[src/rtl/trace_seq_pkg.sv]
// Shared types and constants for the trace replay sequencer.
// Also provides a saturating increment for its event counters.
package trace_seq_pkg;

  localparam int ADDR_W_DEF = 8;
  localparam int DEPTH      = 2 ** ADDR_W_DEF;
  localparam int PTR_W      = ADDR_W_DEF + 1;
  localparam int TMR_W      = 8;
  localparam int TO_CNT_W   = 8;

  typedef enum logic [2:0] {
    S_IDLE     = 3'd0,
    S_RD_REQ   = 3'd1,
    S_RD_WAIT  = 3'd2,
    S_ISSUE    = 3'd3,
    S_WAIT_ACK = 3'd4,
    S_DONE     = 3'd5
  } seq_state_t;

  function automatic logic [TO_CNT_W-1:0] sat_inc(input logic [TO_CNT_W-1:0] v);
    logic [TO_CNT_W-1:0] r;
    if (v == {TO_CNT_W{1'b1}}) begin
      r = v;
    end else begin
      r = v + TO_CNT_W'(1);
    end
    return r;
  endfunction

endpackage

[src/rtl/trace_replay_sequencer_ack_timer.sv]
// Down-counter with load/count/expire; serves both the SRAM read-latency wait
// and the acknowledge timeout.
module ack_timer
  import trace_seq_pkg::*;
(
  input  logic             clk,
  input  logic             reset,
  input  logic             load,
  input  logic [TMR_W-1:0] load_val,
  input  logic             en,
  output logic             expired
);

  logic [TMR_W-1:0] cnt_r;

  // load has priority; counting stops at zero
  always_ff @(posedge clk or posedge reset) begin
    if (reset) begin
      cnt_r <= {TMR_W{1'b0}};
    end else if (load) begin
      cnt_r <= load_val;
    end else if (en && (cnt_r != {TMR_W{1'b0}})) begin
      cnt_r <= cnt_r - TMR_W'(1);
    end
  end

  assign expired = (cnt_r == {TMR_W{1'b0}});

endmodule

[src/rtl/trace_replay_sequencer.sv]
// Loads an address trace into the single-port trace SRAM, then replays it word
// by word to the cache simulator with a ready strobe and ack/timeout handshake.
module trace_replay_sequencer
  import trace_seq_pkg::*;
#(
  parameter int ADDR_W      = 8,
  parameter int DATA_W      = 32,
  parameter int RD_LAT      = 1,
  parameter int ACK_TIMEOUT = 64
) (
  input  logic                clk,
  input  logic                reset,
  input  logic                host_wr_valid,
  input  logic [DATA_W-1:0]   host_wr_data,
  input  logic                host_start,
  input  logic                host_clear,
  output logic                sram_csb0,
  output logic                sram_web0,
  output logic [ADDR_W-1:0]   sram_addr0,
  output logic [DATA_W-1:0]   sram_din0,
  input  logic [DATA_W-1:0]   sram_dout0,
  output logic                trace_ready,
  output logic [DATA_W-1:0]   mem_addr,
  input  logic                cache_updated,
  output logic                busy,
  output logic                done,
  output logic [ADDR_W:0]     words_loaded,
  output logic [ADDR_W:0]     words_issued,
  output logic [TO_CNT_W-1:0] timeout_cnt,
  output logic                overflow
);

  localparam int PW = ADDR_W + 1;
  localparam logic [PW-1:0] FULL_PTR = PW'(2 ** ADDR_W);

  seq_state_t       state_r;
  logic [PW-1:0]    wr_ptr_r;
  logic [PW-1:0]    rd_ptr_r;
  logic [PW-1:0]    issued_r;
  logic [PW-1:0]    rd_ptr_inc_s;
  logic             ack_seen_r;
  logic             ack_s;
  logic             wr_ok_s;
  logic             tmr_load_s;
  logic             tmr_en_s;
  logic             tmr_expired_s;
  logic [TMR_W-1:0] tmr_val_s;

  // The timer is armed during RD_REQ for the read latency and during ISSUE for the ack window
  always_comb begin
    tmr_load_s = 1'b0;
    tmr_en_s   = 1'b0;
    tmr_val_s  = TMR_W'(ACK_TIMEOUT - 1);
    case (state_r)
      S_RD_REQ: begin
        tmr_load_s = 1'b1;
        tmr_val_s  = TMR_W'(RD_LAT - 1);
      end
      S_ISSUE: begin
        tmr_load_s = 1'b1;
      end
      S_RD_WAIT, S_WAIT_ACK: begin
        tmr_en_s = 1'b1;
      end
      default: begin
        tmr_load_s = 1'b0;
      end
    endcase
  end

  ack_timer u_timer (
    .clk      (clk),
    .reset    (reset),
    .load     (tmr_load_s),
    .load_val (tmr_val_s),
    .en       (tmr_en_s),
    .expired  (tmr_expired_s)
  );

  assign rd_ptr_inc_s = rd_ptr_r + PW'(1);
  assign wr_ok_s      = ((state_r == S_IDLE) || (state_r == S_DONE)) && (wr_ptr_r != FULL_PTR);
  assign ack_s        = ack_seen_r || cache_updated;
  assign words_loaded = wr_ptr_r;
  assign words_issued = issued_r;

  // Main sequencer FSM; SRAM strobes and trace_ready default to idle every cycle
  always_ff @(posedge clk or posedge reset) begin
    if (reset) begin
      state_r     <= S_IDLE;
      wr_ptr_r    <= {PW{1'b0}};
      rd_ptr_r    <= {PW{1'b0}};
      issued_r    <= {PW{1'b0}};
      ack_seen_r  <= 1'b0;
      sram_csb0   <= 1'b1;
      sram_web0   <= 1'b1;
      sram_addr0  <= {ADDR_W{1'b0}};
      sram_din0   <= {DATA_W{1'b0}};
      mem_addr    <= {DATA_W{1'b0}};
      trace_ready <= 1'b0;
      busy        <= 1'b0;
      done        <= 1'b0;
      timeout_cnt <= {TO_CNT_W{1'b0}};
      overflow    <= 1'b0;
    end else begin
      sram_csb0   <= 1'b1;
      sram_web0   <= 1'b1;
      trace_ready <= 1'b0;
      if (host_clear) begin
        state_r  <= S_IDLE;
        wr_ptr_r <= {PW{1'b0}};
        busy     <= 1'b0;
        done     <= 1'b0;
        overflow <= 1'b0;
      end else begin
        if (host_wr_valid && !wr_ok_s) begin
          overflow <= 1'b1;
        end
        case (state_r)
          S_IDLE, S_DONE: begin
            if (host_wr_valid) begin
              if (wr_ok_s) begin
                sram_csb0  <= 1'b0;
                sram_web0  <= 1'b0;
                sram_addr0 <= wr_ptr_r[ADDR_W-1:0];
                sram_din0  <= host_wr_data;
                wr_ptr_r   <= wr_ptr_r + PW'(1);
              end
            end else if (host_start) begin
              issued_r <= {PW{1'b0}};
              if (wr_ptr_r == {PW{1'b0}}) begin
                state_r <= S_DONE;
                done    <= 1'b1;
              end else begin
                rd_ptr_r   <= {PW{1'b0}};
                done       <= 1'b0;
                busy       <= 1'b1;
                state_r    <= S_RD_REQ;
                sram_csb0  <= 1'b0;
                sram_addr0 <= {ADDR_W{1'b0}};
              end
            end
          end
          S_RD_REQ: begin
            state_r <= S_RD_WAIT;
          end
          S_RD_WAIT: begin
            if (tmr_expired_s) begin
              mem_addr    <= sram_dout0;
              trace_ready <= 1'b1;
              issued_r    <= issued_r + PW'(1);
              state_r     <= S_ISSUE;
            end
          end
          S_ISSUE: begin
            // an ack coinciding with the strobe must not be lost
            ack_seen_r <= cache_updated;
            state_r    <= S_WAIT_ACK;
          end
          S_WAIT_ACK: begin
            if (ack_s || tmr_expired_s) begin
              ack_seen_r <= 1'b0;
              if (!ack_s) begin
                timeout_cnt <= sat_inc(timeout_cnt);
              end
              rd_ptr_r <= rd_ptr_inc_s;
              if (rd_ptr_inc_s == wr_ptr_r) begin
                state_r <= S_DONE;
                busy    <= 1'b0;
                done    <= 1'b1;
              end else begin
                state_r    <= S_RD_REQ;
                sram_csb0  <= 1'b0;
                sram_addr0 <= rd_ptr_inc_s[ADDR_W-1:0];
              end
            end
          end
          default: begin
            state_r <= S_IDLE;
          end
        endcase
      end
    end
  end

endmodule

[config.mk]
export PLATFORM = sky130hd
export DESIGN_NAME = trace_replay_sequencer
export DESIGN_NICKNAME = d
export VERILOG_FILES = /design/src/rtl/trace_seq_pkg.sv /design/src/rtl/trace_replay_sequencer_ack_timer.sv /design/src/rtl/trace_replay_sequencer.sv
export SDC_FILE = /design/constraint.sdc
export NUM_CORES = 1
export LEC_CHECK = 0
export ABC_AREA = 1
export CORE_AREA = 2 2 134 136
export CTS_CLUSTER_SIZE = 16
export DETAILED_ROUTE_END_ITERATION = 8
export DIE_AREA = 0 0 136 138
export HOLD_SLACK_MARGIN = 0.08
export MAX_ROUTING_LAYER = met4
export PLACE_DENSITY = 0.65
export SLEW_MARGIN = 40
export SYNTH_ARGS = -nofsm -noshare
export SYNTH_HDL_FRONTEND = slang
export SYNTH_SLANG_ARGS = --single-unit
[constraint.sdc]
create_clock -name clk -period 4.2 [get_ports clk]
set_clock_uncertainty 0.1 [all_clocks]
set_input_delay 0.84 -clock clk [delete_from_list [all_inputs] [get_ports clk]]
set_output_delay 0.84 -clock clk [all_outputs]
set_load 0.05 [all_outputs]
### Word-level counts from Yosys, hierarchy flattened

Index checks and enable logic that the tools add are counted.

| storage, ports and cells | value |
|---|---|
| bits in registers | 125 |
| input bits | 70 |
| output and inout bits | 104 |
| word-level logic and storage cells | 145 |

| cells by class | value |
|---|---|
| add/subtract/negate cells | 5 |
| eq/ne operators | 23 |
| mux-type cells | 64 |
| bitwise logic cells | 3 |
| reductions and logical operators | 34 |

Operators with widths:

| cell | number |
|---|---|
| $mux W9 | 11 |
| $mux W8 | 8 |
| $pmux W9 S2 | 2 |
| $mux W1 | 29 |
| $add A9 B1 Y9 const B | 3 |
| $ne A3 B3 Y1 const B | 9 |
| $mux W3 | 7 |
| $pmux W8 S2 | 1 |
| $reduce_bool A2 Y1 | 8 |
| $pmux W3 S5 | 1 |
| $reduce_and A5 Y1 | 3 |
| $ne A2 B2 Y1 const B | 6 |
| $reduce_and A6 Y1 | 2 |
| $eq A9 B9 Y1 | 1 |
| $logic_not A9 Y1 | 1 |
| $ne A9 B9 Y1 const B | 1 |
| $reduce_and A3 Y1 | 3 |
| $add A8 B1 Y8 const B | 1 |
| $eq A8 B8 Y1 const B | 1 |
| $logic_not A8 Y1 | 1 |
| $pmux W1 S2 | 4 |
| $reduce_and A4 Y1 | 2 |
| $reduce_bool A8 Y1 | 1 |
| $sub A8 B1 Y8 const B | 1 |
| other kinds (12) | 22 |

### Longest topological paths before layout

Gate-level depths: netlist of the first run.

| depth | value |
|---|---|
| word-level depth | 7 |
| depth in mapped cells | 14 |

### Cells and area by module

From an unflattened synthesis of the first run, not the netlist that was laid out.

| unflattened totals | value |
|---|---|
| cells, all modules | 743 |
| area, all modules | 6029.5 sq um |

By module, submodules not included:

| module | instances | cells an instance | area each (sq um) |
|---|---|---|---|
| trace_replay_sequencer | 1 | 652 | 5396.4 |
| ack_timer | 1 | 91 | 633.1 |

### Least setup slack after synthesis of the first run

No wires, ideal clock.

| timing path | value |
|---|---|
| kind | input to register |
| from | input cache_updated |
| to | register sram_addr0[5] |
| setup time | 0.074 ns |
| arrival time | 2.024 ns |
| required time | 4.026 ns |
| slack | 2.002 ns |
| cell stages on the path | 9 |
| path through | nor2_1 inv_1 nor2_2 nand2_1 nand3_1 nand3b_4 buf_6 nand2_2 o21ai_2 |

| between the ends | value |
|---|---|
| cells in the longest elaborated chain, start to end | 4 |

RTL lines:

| item | RTL line | text |
|---|---|---|
| start: declaration | trace_replay_sequencer.sv:24 | `input logic cache_updated,` |
| $logic_or A1 B1 Y1 | trace_replay_sequencer.sv:82 | `assign ack_s = ack_seen_r \|\| cache_updated;` |
| $logic_or A1 B1 Y1 | trace_replay_sequencer.sv:160 | `if (ack_s \|\| tmr_expired_s) begin` |
| $ne A2 B2 Y1 (no source line) | -- |  |
| $reduce_and A7 Y1 (no source line) | -- |  |
| end signal: assignment | trace_replay_sequencer.sv:96 | `sram_addr0 <= {ADDR_W{1'b0}};` |
| end signal: assignment | trace_replay_sequencer.sv:124 | `sram_addr0 <= wr_ptr_r[ADDR_W-1:0];` |
| end signal: assignment | trace_replay_sequencer.sv:173 | `sram_addr0 <= rd_ptr_inc_s[ADDR_W-1:0];` |
| end: declaration | trace_replay_sequencer.sv:19 | `output logic [ADDR_W-1:0] sram_addr0,` |

Every way passes these cells.
A chain may end at the register's enable or synchronous reset.

### Worst setup path after layout of the first run

| timing path | value |
|---|---|
| from | register wr_ptr_r[7], in the netlist words_loaded[7] |
| to | output words_loaded[7] |

RTL lines:

| item | RTL line | text |
|---|---|---|
| start: declaration | trace_replay_sequencer.sv:37 | `logic [PW-1:0] wr_ptr_r;` |
| start signal: assignment | trace_replay_sequencer.sv:90 | `wr_ptr_r <= {PW{1'b0}};` |
| start signal: assignment | trace_replay_sequencer.sv:110 | `wr_ptr_r <= {PW{1'b0}};` |
| start signal: assignment | trace_replay_sequencer.sv:126 | `wr_ptr_r <= wr_ptr_r + PW'(1);` |
| end: declaration | trace_replay_sequencer.sv:27 | `output logic [ADDR_W:0] words_loaded,` |

No word-level cell between the ends.

==> results of run 1 <==
==> layer usage <==
metal | wire (µm) | vias to the layer above | share of wire [%] | track usage (%)
met2 | 6790 | 160 | 45 | 25.8
met1 | 7250 | 2455 | 48 | 23.5
met4 | 336 | 0 | 2.2 | 7.35
met5 | 0 | - | 0 | -
li1 | - | 2641 | - | -
met3 | 872 | 23 | 5.7 | 4.07
==> how the worst min path moves through the flow <==
stage	start	endpoint	slack (ps)	cells after the start
finish	sram_din0[14]$_DFFE_PP0P_	sram_din0[14]$_DFFE_PP0P_	370	2
global route	sram_din0[18]$_DFFE_PP0P_	sram_din0[18]$_DFFE_PP0P_	390	2
CTS	sram_din0[17]$_DFFE_PP0P_	sram_din0[17]$_DFFE_PP0P_	370	2
detailed placement	sram_din0[24]$_DFFE_PP0P_	sram_din0[24]$_DFFE_PP0P_	360	2
global placement	sram_din0[27]$_DFFE_PP0P_	sram_din0[27]$_DFFE_PP0P_	350	2
floorplan	ack_seen_r$_DFFE_PP0P_	ack_seen_r$_DFFE_PP0P_	340	2
==> power by group <==
part	total, mW	internal, mW	switching, mW
sequential	1.92	1.63	0.286
clock	1.33	0.813	0.519
combinational	3.18	1.02	2.15
==> kinds of logic (layout without fill, tap and decap cells) <==
kind of cell / Yosys count / after routing / share of synthesized area [%]
flip-flops: 125 / 125 / 52.4
buffers and inverters: 88 / 279 / 6.30
AO/OA/AOI/OAI: 80 / 80 / 8.17
AND/OR/NAND/NOR: 396 / 396 / 29.1
adder cells (fa/ha/maj): 6 / 6 / 1.26
multiplexers: 3 / 3 / 0.566
XOR/XNOR: 15 / 15 / 2.20
==> flip-flops by register name (all words and copies together), names as in the netlist, 3 cells and up <==
name,cells
rd_ptr_r,9
words_issued,9
mem_addr,32
u_timer.cnt_r,8
timeout_cnt,8
sram_din0,32
words_loaded,9
sram_addr0,8
state_r,3
==> cell usage after synthesis, drive strengths merged <==
cell type | number | area share, %
and2 | 1 | 0.10
nor3 | 9 | 1.2
o31ai | 2 | 0.25
nand4 | 11 | 1.2
a31o | 4 | 0.59
nand3b | 1 | 0.34
o21ai | 39 | 3.8
nand2 | 283 | 18
ha | 6 | 1.3
dfrtp | 123 | 52
buf | 14 | 1.7
o22ai | 7 | 0.73
clkinv | 1 | 0.063
a31oi | 3 | 0.31
o32ai | 2 | 0.29
clkbuf | 6 | 0.38
o311ai | 1 | 0.15
mux2 | 3 | 0.57
a21oi | 19 | 1.6
xnor2 | 2 | 0.29
inv | 67 | 4.2
nor4b | 1 | 0.25
nand3 | 40 | 4.1
xor2 | 13 | 1.9
o41ai | 2 | 0.29
a21o | 1 | 0.13
nor4 | 1 | 0.10
dfstp | 2 | 0.88
nor2 | 49 | 3.7
==> worst reg2reg max path, cell delays in order, from the launching register on <==
cell,delay (ps)
sky130_fd_sc_hd__dfrtp_1,470
sky130_fd_sc_hd__nor3_4,510
sky130_fd_sc_hd__inv_1,400
sky130_fd_sc_hd__a21oi_1,330
sky130_fd_sc_hd__nor2_1,100
sky130_fd_sc_hd__inv_2,120
sky130_fd_sc_hd__nand2_1,140
sky130_fd_sc_hd__a21oi_1,160
sky130_fd_sc_hd__a21o_1,100
==> metrics by stage <==
step	instance area, µm²	instances	hold slack [ps]
6_report	8470	1133	367
2_1_floorplan	5980	713	342
3_5_place_dp	7940	1101	357
4_1_cts	8470	1133	372
5_1_grt	8470	1133	387
3_3_place_gp	7940	1101	353
==> area by class of cell <==
class	count	area share, %
clock buffer	26	5.89
clock inverter	6	0.443
inverter	68	3.06
multi-input combinational	500	29.2
sequential	125	36.9
tap	229	3.38
timing repair buffer	179	21.1
==> cells in the final DEF, fill, tap and decap left out, types with 2 or more instances in the layout <==
cell / instances
sky130_fd_sc_hd__a31o_2: 4
sky130_fd_sc_hd__clkbuf_1: 5
sky130_fd_sc_hd__buf_4: 5
sky130_fd_sc_hd__nor2_2: 4
sky130_fd_sc_hd__nand2_1: 278
sky130_fd_sc_hd__clkbuf_16: 17
sky130_fd_sc_hd__o21ai_0: 15
sky130_fd_sc_hd__o41ai_1: 2
sky130_fd_sc_hd__nor2_4: 4
sky130_fd_sc_hd__ha_1: 6
sky130_fd_sc_hd__mux2_1: 3
sky130_fd_sc_hd__a31oi_1: 3
sky130_fd_sc_hd__nor3_4: 3
sky130_fd_sc_hd__clkinv_2: 3
sky130_fd_sc_hd__o21ai_2: 9
sky130_fd_sc_hd__o31ai_1: 2
sky130_fd_sc_hd__nand4_1: 11
sky130_fd_sc_hd__o21ai_1: 15
sky130_fd_sc_hd__nand2_2: 4
sky130_fd_sc_hd__nand3_1: 34
sky130_fd_sc_hd__clkinvlp_4: 4
sky130_fd_sc_hd__nand3_2: 4
sky130_fd_sc_hd__clkdlybuf4s50_1: 173
sky130_fd_sc_hd__o32ai_1: 2
sky130_fd_sc_hd__nor2_1: 41
sky130_fd_sc_hd__xor2_1: 13
sky130_fd_sc_hd__nor3_1: 6
sky130_fd_sc_hd__inv_1: 58
sky130_fd_sc_hd__inv_2: 8
sky130_fd_sc_hd__clkbuf_8: 4
sky130_fd_sc_hd__a21oi_1: 19
sky130_fd_sc_hd__dfstp_2: 2
sky130_fd_sc_hd__nand3_4: 2
sky130_fd_sc_hd__o22ai_1: 7
sky130_fd_sc_hd__xnor2_1: 2
sky130_fd_sc_hd__dfrtp_1: 123
==> impl_summary.md, run 1 <==
Outcome
The run finished with clean final reports.

Floorplan
The vertical extent of the die is 138 µm. Once the floorplan was initialized, standard cells occupied 34.1% of the core. The floorplan has 49 rows. The placeable core area is 17500 µm². The floorplan step defined a die boundary enclosing 18800 µm². The floorplan step set the die width to 136 µm. The total I/O pin count is 174.

CTS
The count of clock tree sinks is 125. The clock buffer count from CTS is 17. The clock-pin slew reported for the worst setup and hold paths after clock tree synthesis is 60 ps. The number of gates resized after CTS is 0. The TritonCTS clock tree is built. The later pin in the worst-skew pair is clocked with a latency of 410 ps.

Counting along the longest clock path gives a buffer depth of 2. Once the clock tree was built, the setup fixing pass inserted 0 buffers. The number of buffers inserted by hold repair at cts is 0.

The CTS H-tree depth is 4. The root buffer selected by CTS is sky130_fd_sc_hd__clkbuf_16.

Worst setup path
The cell with the largest stage delay on the worst path is sky130_fd_sc_hd__clkdlybuf4s50_1. The startpoint type of the worst setup path is a flop. The worst setup slack for register-to-register paths is 1710 ps.

The destination of the critical timing path is words_loaded[7]. Among cell families on the critical path, the largest total delay comes from buffers and inverters. By startpoint and endpoint, the worst setup path is classified as reg -> out. The number of cells on the worst reg-to-reg path is 8. The reg-to-reg startpoint is state_r[1]$_DFFE_PP0P_.

The stage delay of the slowest cell on the critical path is 870 ps. STA puts the critical path data arrival time at 1790 ps. In this run the worst path has a maximum fanout of 8.

The endpoint required time on the critical path is 3260 ps. The nature of the critical path endpoint is an output pin. The instance count on the critical path is 1. Traced cell by cell, the critical path runs through clkdlybuf4s50_1.

In this run the worst setup path begins at words_loaded[7]$_DFFE_PP0P_. The worst register-to-register path ends at u_timer.cnt_r[2]$_DFFE_PP0P_. Counting both buffers and inverters, the worst setup path holds a total of 1.

Final layout
The fraction of final layout cells with drive strength greater than 1 is 8.96%. The count of nets after finishing is 967. The share of the core filled with cells is 48.3%. Summing all flip-flop and latch instances after layout gives 3130 µm². The area growth from synthesis to layout is 41.9%. The filler cell count is 1706.

The number of inserted diodes is 0. Summing all multi-input logic gate instances after layout gives 2470 µm².

Placement
Detailed placement finished with a half-perimeter wire length of 10.5 mm. During placement, the flow inserted port buffers numbering 173. At the end of routability-driven placement, the weighted congestion stood at 0.867. The setup slack at placement is 1390 ps.

STA
The post-route worst setup slack is 1470 ps. The measured slew at the worst slew-check pin is 631 ps. The max-slew headroom at the worst pin is 57.8%.

The max-slew violation total from the final report was 0. The fmax is 0.366 GHz. The summed negative setup slack over all endpoints is 0 ps.

The clock period could shrink to 2730 ps. The final setup violation count is 0. The count of final hold-check violations is 0. Setup repair after global routing left no endpoint under its margin. The worst path uses 65.0% of the clock period.

Detailed routing
The detailed-route via count is 5279. The routed wire length is 15.3 mm. The remaining design rule violation count is 0. In the final routed layout, each cell accounts on average for 13.5 µm. Once detail routing completed, the nets flagged for antenna violations numbered 0. The average via count per standard cell is 4.66.

The number of DRC markers in iteration 0 is 277. The number of search-and-repair iterations in the first detailed-routing pass is 4.

Synthesis
The synthesized instance count is 713. The mean instance size in the synthesized netlist is 8.38 µm². Of the synthesized area, sequential elements account for 52.4%. After synthesis the cells add up to 5970 µm². Synthesis inferred 125 register bits. The number of nets handed over by synthesis was 789. The synthesis warning total is 0. The number of unique standard cell types used by synthesis is 42.

Power and ir drop
The completed layout was analyzed and its total power is 6.42 mW. The worst-case vdd ir drop is 0.000339 V. The analysis attributes to cell leakage a power of 3.91 nW. The total power divided by cell area is 758 nW/µm².

Worst hold path
The path category of the worst min-delay check is reg -> reg.

Global route
The via count of the first global-routing pass is 5216. The initial antenna violation count was 0. Entering global routing, the biggest net connects 74 pins. The wire length of the first global-routing pass is 25.6 mm. The total global routing overflow is 0.

The total routing usage reported by global routing is 17.6%.

Run
The tool flagged a number of max-cap violations equal to 0.
No activity file was read; power rests on OpenSTA's default activity.
==> inputs of run 2 (changes only) <==
--- a/config.mk
+++ b/config.mk
@@ -12,7 +12,7 @@
 export DIE_AREA = 0 0 136 138
 export HOLD_SLACK_MARGIN = 0.08
 export MAX_ROUTING_LAYER = met4
-export PLACE_DENSITY = 0.65
+export PLACE_DENSITY = 0.62
 export SLEW_MARGIN = 40
 export SYNTH_ARGS = -nofsm -noshare
 export SYNTH_HDL_FRONTEND = slang
==> constraint.sdc (replaced) <==
create_clock -name clk -period 2.85 [get_ports clk]
set_clock_uncertainty 0.1 [all_clocks]
set_input_delay 0.57 -clock clk [delete_from_list [all_inputs] [get_ports clk]]
set_output_delay 0.57 -clock clk [all_outputs]
set_load 0.05 [all_outputs]
==> impl_summary.md, run 2 (synthesis results as in run 1) <==
Outcome
Run status: finished, final reports clean (unchanged).

Floorplan
The number of core rows is 49 (unchanged). The vertical extent of the die was 138 µm (unchanged). The area enclosed by the die boundary was 18800 µm² (unchanged). The placeable core area is 17500 µm² (unchanged).

The initial core utilization is 34.1% (unchanged). The width of the chip is 136 µm (unchanged). The total I/O pin count is 174 (unchanged).

STA
The post-route clock period utilization is 87.3%. The count of final hold-check violations is 0 (unchanged). The final setup violation count was 0 (unchanged).

The measured slew at the worst slew-check pin came to 636 ps (was 631 ps). The max-slew headroom at the worst pin is 57.6% (was 57.8%). Counting I/O delays and the setup requirement, the final critical path takes 2490 ps. The max-slew violation total from the final report is 0 (unchanged). Unrepaired setup endpoints after global routing: no (unchanged).

The summed negative setup slack over all endpoints is 0 ps (unchanged). The fmax is 0.402 GHz.

CTS
The CTS H-tree depth came to 4 (unchanged). The count of clock tree sinks is 125 (unchanged). The clock-pin slew reported for the worst setup and hold paths after clock tree synthesis was 60 ps (about the same). The number of gates resized after CTS is 0 (unchanged). The clock latency on the worst-skew pair was 410 ps (about the same). The number of post-CTS setup repair buffers was 0 (unchanged). The TritonCTS clock tree is built (unchanged).

The clock buffer count from CTS came to 17 (unchanged). The root buffer selected by CTS is sky130_fd_sc_hd__clkbuf_16 (unchanged). The number of buffers inserted by hold repair at cts is 0 (unchanged).

The maximum buffer depth of the clock tree is 2 (unchanged).

Worst setup path
The arrival time at the worst endpoint came to 1820 ps (was 1790 ps). The number of buffers and inverters on the critical path is 1 (unchanged). The critical path's top delay family is buffers and inverters (unchanged). The startpoint type of the worst setup path was a flop (unchanged). The highest fanout seen on the critical path came to 8 (unchanged). The stage delay of the slowest cell on the critical path came to 890 ps (was 870 ps).

The nature of the critical path endpoint is an output pin (unchanged). The endpoint required time on the critical path is 2180 ps (was 3260 ps). Crit path cell chain: clkdlybuf4s50_1 (unchanged).

The critical path class is reg -> out (unchanged). The worst setup slack for register-to-register paths is 530 ps (was 1710 ps). The cell with the largest stage delay on the worst path is sky130_fd_sc_hd__clkdlybuf4s50_1 (unchanged).

Worst hold path
The path category of the worst min-delay check is reg -> reg (unchanged).

Power and ir drop
The worst-case vdd ir drop is 0.000694 V (was 0.000339 V). The leakage power was 3.96 nW (was 3.91 nW). The total power divided by cell area is 1140 nW/µm² (was 758 nW/µm²).

Global route
The initial antenna violation count was 0 (unchanged). The total global routing overflow is 0 (unchanged). The met3 track demand over resource is 4.88% (was 4.07%). The via count of the first global-routing pass was 5086 (was 5216). The most heavily used metal layer in global routing is met2 (unchanged). The global routing usage on met1 is 24.5% (was 23.5%). The pin count of the biggest net entering global routing is 93 (was 74).

The total routing usage reported by global routing came to 17.9% (was 17.6%). The wire length of the first global-routing pass was 26.0 mm (was 25.6 mm). The global routing usage on met2 is 26.2% (was 25.8%).

Detailed routing
The final routed wire length divided by cell count came to 13.5 µm (about the same). The remaining design rule violation count was 0 (unchanged). The average via count per standard cell is 4.56 (was 4.66). The number of DRC markers in iteration 0 was 311 (was 277). The number of search-and-repair iterations in the first detailed-routing pass is 5 (was 4). The post-detailed-route count of antenna-violating nets is 0 (unchanged).

The routed wire length was 15.3 mm (about the same). The detailed-route via count is 5175 (was 5279).

Placement
The count of input and output buffers is 173 (unchanged). The final weighted congestion of routability-driven global placement is 0.871 (was 0.867). The placed instance count is 1103 (was 1101). The half-perimeter wire length after detailed placement is 10.7 mm (was 10.5 mm).

Final layout
Largest registers: mem_addr x32, sram_din0 x32 (unchanged). The most frequent standard cell in the layout excluding fill and tap cells is sky130_fd_sc_hd__nand2_1 (unchanged). The count of nets after finishing is 969 (was 967). Most frequent cells in the layout: sky130_fd_sc_hd__nand2_1 (278), sky130_fd_sc_hd__clkdlybuf4s50_1 (173), sky130_fd_sc_hd__dfrtp_1 (123), sky130_fd_sc_hd__inv_1 (58), sky130_fd_sc_hd__nor2_1 (41) (unchanged).

The filler-free cell count of the finished design is 1135 (was 1133). The fraction of final layout cells with drive strength greater than 1 is 9.60% (was 8.96%). The layout-stage area growth over the synthesis result is 43.5% (was 41.9%).

The number of inserted diodes came to 0 (unchanged).

Run
The number of max-capacitance violations reported is 0 (unchanged).
==> run 2: cell count changes in the layout (fill, tap and decap cells not counted) <==
cell | previous run | this run
sky130_fd_sc_hd__bufinv_16 | 0 | 4
sky130_fd_sc_hd__inv_6 | 0 | 2
sky130_fd_sc_hd__clkinv_4 | 0 | 2
sky130_fd_sc_hd__buf_4 | 5 | 7
sky130_fd_sc_hd__clkbuf_8 | 4 | 0
sky130_fd_sc_hd__clkbuf_1 | 5 | 1
==> run 2: metrics by stage <==
stage	total power [mW]	setup slack, ps	hold slack [ps]	utilization [%]	area, µm²
after global placement	7.54	388	353	45.4	7950
final	9.80	361	371	48.9	8570
after detailed placement	7.56	339	362	45.4	7950
after floorplan	6.08	642	342	-	5980
after CTS	9.91	346	373	48.9	8570
after global routing	10.4	310	394	48.9	8570
==> run 2: where the power goes <==
group,switching (mW),total (mW),internal [mW]
logic,3.16,4.68,1.52
clock network,0.826,2.29,1.47
registers,0.424,2.82,2.40
==> run 2: final timing paths <==
kind / from / end / depth (start not counted)
worst max-delay path: words_loaded[7]$_DFFE_PP0P_ / words_loaded[7] / 1
worst min-delay path: sram_din0[8]$_DFFE_PP0P_ / sram_din0[8]$_DFFE_PP0P_ / 2
worst max register to register: u_timer.cnt_r[0]$_DFFE_PP0P_ / words_issued[8]$_DFFE_PP0P_ / 9
worst min register to register: sram_din0[8]$_DFFE_PP0P_ / sram_din0[8]$_DFFE_PP0P_ / 2
max in group asynchronous: reset / u_timer.cnt_r[3]$_DFFE_PP0P_ / 3
min in group asynchronous: reset / mem_addr[19]$_DFFE_PP0P_ / 3
==> run 2: routing by layer <==
metal / share of wire, % / vias up
li1: - / 2636
met1: 48 / 2392
met2: 47 / 143
met3: 5.1 / 4
met4: 0.51 / 0
met5: 0 / -
==> run 2: cell type report <==
type                            instances  area [µm²]
Fill cell                            1698        8960
Sequential cell                       125        3130
Clock inverter                         14         193
Timing Repair Buffer                  181        1800
Clock buffer                           18         429
Inverter                               68         259
Tap cell                              229         287
Multi-Input combinational cell        500        2470
==> inputs of run 3 (changes only) <==
--- a/config.mk
+++ b/config.mk
@@ -7,6 +7,7 @@
 export LEC_CHECK = 0
 export ABC_AREA = 1
 export CORE_AREA = 2 2 134 136
+export CTS_BUF_LIST = sky130_fd_sc_hd__clkbuf_8 sky130_fd_sc_hd__clkbuf_16
 export CTS_CLUSTER_SIZE = 16
 export DETAILED_ROUTE_END_ITERATION = 8
 export DIE_AREA = 0 0 136 138
==> impl_summary.md, run 3 (synthesis results as in run 1) <==
Power and ir drop
The portion of total power attributed to sequential cells came to 28.8% (about the same). The cell-internal power is 5.38 mW (about the same). The overall power is 9.80 mW (about the same).

The switching power is 4.41 mW (about the same). The total power divided by cell area is 1140 nW/µm² (about the same). The relative contribution of combinational cells to total power came to 47.8% (about the same).

The leakage power is 3.97 nW (was 3.96 nW). The worst-case vdd ir drop is 0.000694 V (about the same). The clock group share of total power was 23.4% (about the same). The net switching share of the total power is 45.1% (was 45.0%).

Worst setup path
Crit path cell chain: clkdlybuf4s50_1 (unchanged). The critical path class is reg -> out (unchanged). The cell with the largest stage delay on the worst path is sky130_fd_sc_hd__clkdlybuf4s50_1 (unchanged). The stage delay of the slowest cell on the critical path is 890 ps (about the same). The endpoint required time on the critical path is 2180 ps (about the same). The critical path's top delay family was buffers and inverters (unchanged). The number of buffers and inverters on the critical path is 1 (unchanged). The highest fanout seen on the critical path came to 8 (unchanged). The beginning of the critical path is words_loaded[7]$_DFFE_PP0P_ (unchanged). The reg-to-reg startpoint was u_timer.cnt_r[0]$_DFFE_PP0P_ (unchanged).

The cell count of the worst reg-to-reg path is 9 (unchanged). The nature of the critical path endpoint is an output pin (unchanged). The arrival time at the worst endpoint is 1820 ps (about the same). The endpoint of the lowest-slack register-to-register path is words_issued[8]$_DFFE_PP0P_ (unchanged). The startpoint type of the worst setup path is a flop (unchanged). The worst setup slack for register-to-register paths was 530 ps (about the same).

STA
Unrepaired setup endpoints after global routing: no (unchanged). The measured slew at the worst slew-check pin is 636 ps (unchanged). The post-route clock period utilization is 87.4% (was 87.3%). The post-layout minimum cycle time is 2490 ps (about the same). The summed negative setup slack over all endpoints is 0 ps (unchanged).

The max-slew headroom at the worst pin came to 57.6% (unchanged). The fmax is 0.402 GHz (about the same). The smallest hold slack came to 371 ps (unchanged). The final setup violation count is 0 (unchanged).

The count of final hold-check violations was 0 (unchanged). The max-slew violation total from the final report came to 0 (unchanged).

Global route
The via count of the first global-routing pass came to 5086 (unchanged). The total routing usage reported by global routing is 17.9% (unchanged). The wire length of the first global-routing pass is 26.0 mm (unchanged). The pin count of the biggest net entering global routing is 93 (unchanged).

The total global routing overflow is 0 (unchanged). The initial antenna violation count is 0 (unchanged).

Final layout
The most frequent standard cell in the layout excluding fill and tap cells is sky130_fd_sc_hd__nand2_1 (unchanged). The fraction of final layout cells with drive strength greater than 1 was 9.60% (unchanged). The layout-stage area growth over the synthesis result came to 43.5% (unchanged). The count of nets after finishing was 969 (unchanged). Largest registers: mem_addr x32, sram_din0 x32 (unchanged). The share of the core filled with cells is 48.9% (unchanged). Most frequent cells in the layout: sky130_fd_sc_hd__nand2_1 (278), sky130_fd_sc_hd__clkdlybuf4s50_1 (173), sky130_fd_sc_hd__dfrtp_1 (123), sky130_fd_sc_hd__inv_1 (59), sky130_fd_sc_hd__nor2_1 (41) (was sky130_fd_sc_hd__nand2_1 (278), sky130_fd_sc_hd__clkdlybuf4s50_1 (173), sky130_fd_sc_hd__dfrtp_1 (123), sky130_fd_sc_hd__inv_1 (58), sky130_fd_sc_hd__nor2_1 (41)). The filler cell count is 1698 (unchanged).

The number of inserted diodes is 0 (unchanged).

CTS
The number of gates resized after CTS is 0 (unchanged). The maximum buffer depth of the clock tree is 2 (unchanged). The count of clock tree sinks was 125 (unchanged). The clock latency on the worst-skew pair was 410 ps (about the same). The clock buffer count from CTS is 17 (unchanged). The root buffer selected by CTS is sky130_fd_sc_hd__clkbuf_16 (unchanged). The number of post-CTS setup repair buffers is 0 (unchanged). The CTS H-tree depth is 4 (unchanged). The TritonCTS clock tree is built (unchanged).

The number of buffers inserted by hold repair at cts is 0 (unchanged). The clock-pin slew reported for the worst setup and hold paths after clock tree synthesis is 60 ps (about the same).

Detailed routing
The detailed-route via count is 5180 (was 5175). The number of search-and-repair iterations in the first detailed-routing pass was 5 (unchanged). The number of DRC markers in iteration 0 is 311 (unchanged). The average via count per standard cell was 4.56 (about the same). The post-detailed-route count of antenna-violating nets is 0 (unchanged).

The remaining design rule violation count is 0 (unchanged). The final routed wire length divided by cell count is 13.5 µm (about the same). The routed wire length was 15.3 mm (about the same).

Floorplan
The initial core utilization was 34.1% (unchanged). The total I/O pin count is 174 (unchanged). The area enclosed by the die boundary is 18800 µm² (unchanged).

The vertical extent of the die is 138 µm (unchanged). The width of the chip is 136 µm (unchanged). The placeable core area is 17500 µm² (unchanged). The number of core rows was 49 (unchanged).

Worst hold path
The path category of the worst min-delay check is reg -> reg (unchanged). The hold-critical path endpoint is sram_din0[8]$_DFFE_PP0P_ (unchanged). The number of cells on the worst hold path was 2 (unchanged).

The worst hold path startpoint is sram_din0[8]$_DFFE_PP0P_ (unchanged).

Outcome
Run status: finished, final reports clean (unchanged).

Placement
The count of input and output buffers is 173 (unchanged). The final weighted congestion of routability-driven global placement is 0.871 (unchanged). The half-perimeter wire length after detailed placement is 10.7 mm (unchanged).

Run
The number of max-capacitance violations reported is 0 (unchanged).
run 3: cell count changes in the layout (fill, tap and decap cells not counted):
cell | before | now
sky130_fd_sc_hd__clkbuf_1 | 1 | 0
sky130_fd_sc_hd__inv_1 | 58 | 59
run 3: worst max-delay path by stage:
stage,cells after the start,end
4_1_cts,1,words_loaded[7]
6_report,1,words_loaded[7]
5_1_grt,1,words_loaded[7]
2_1_floorplan,1,ack_seen_r$_DFFE_PP0P_
3_3_place_gp,7,words_issued[7]$_DFFE_PP0P_
3_5_place_dp,9,sram_addr0[2]$_DFFE_PP0P_
run 3: per-layer routing:
layer	GRT usage (%)	vias up	share of wire, %
li1	-	2636	-
met1	24.5	2395	48
met2	26.2	145	47
met3	4.88	4	5.1
met4	5.10	0	0.51
met5	-	-	0
run 3: final cells by class:
class	instances	area, µm²	share of cell area [%]
Clock inverter	15	196	2.29
Inverter	68	259	3.02
Multi-Input combinational cell	500	2470	28.8
Timing Repair Buffer	181	1800	21.0
Tap cell	229	287	3.34
Clock buffer	17	425	4.96
Sequential cell	125	3130	36.5
run 3: metrics by stage:
stage	setup WS [ps]	instance area, µm²	std cells
2_1_floorplan	642	5980	713
3_3_place_gp	388	7950	1103
3_5_place_dp	339	7950	1103
4_1_cts	346	8570	1135
5_1_grt	310	8570	1135
6_report	360	8570	1135
run 3: power groups by stage:
| stage | sequential, mW | combinational [mW] | clock, mW |
|---|---|---|---|
| after floorplan | 4.48 | 1.60 | 0 |
| after global placement | 2.83 | 4.71 | 0 |
| after detailed placement | 2.83 | 4.72 | 0 |
| after CTS | 2.83 | 4.72 | 2.35 |
| after global routing | 2.91 | 5.06 | 2.43 |
| final | 2.82 | 4.68 | 2.29 |
run 3: worst reg2reg max path: stages (launching register included):
cell and delay [ps]:
sky130_fd_sc_hd__dfrtp_1 350, sky130_fd_sc_hd__inv_1 120, sky130_fd_sc_hd__ha_1 220, sky130_fd_sc_hd__nand2_1 90, sky130_fd_sc_hd__nor3_1 250, sky130_fd_sc_hd__nand3_1 190
sky130_fd_sc_hd__nand2_1 170, sky130_fd_sc_hd__nand3_4 110, sky130_fd_sc_hd__nor2_4 240, sky130_fd_sc_hd__mux2_1 360
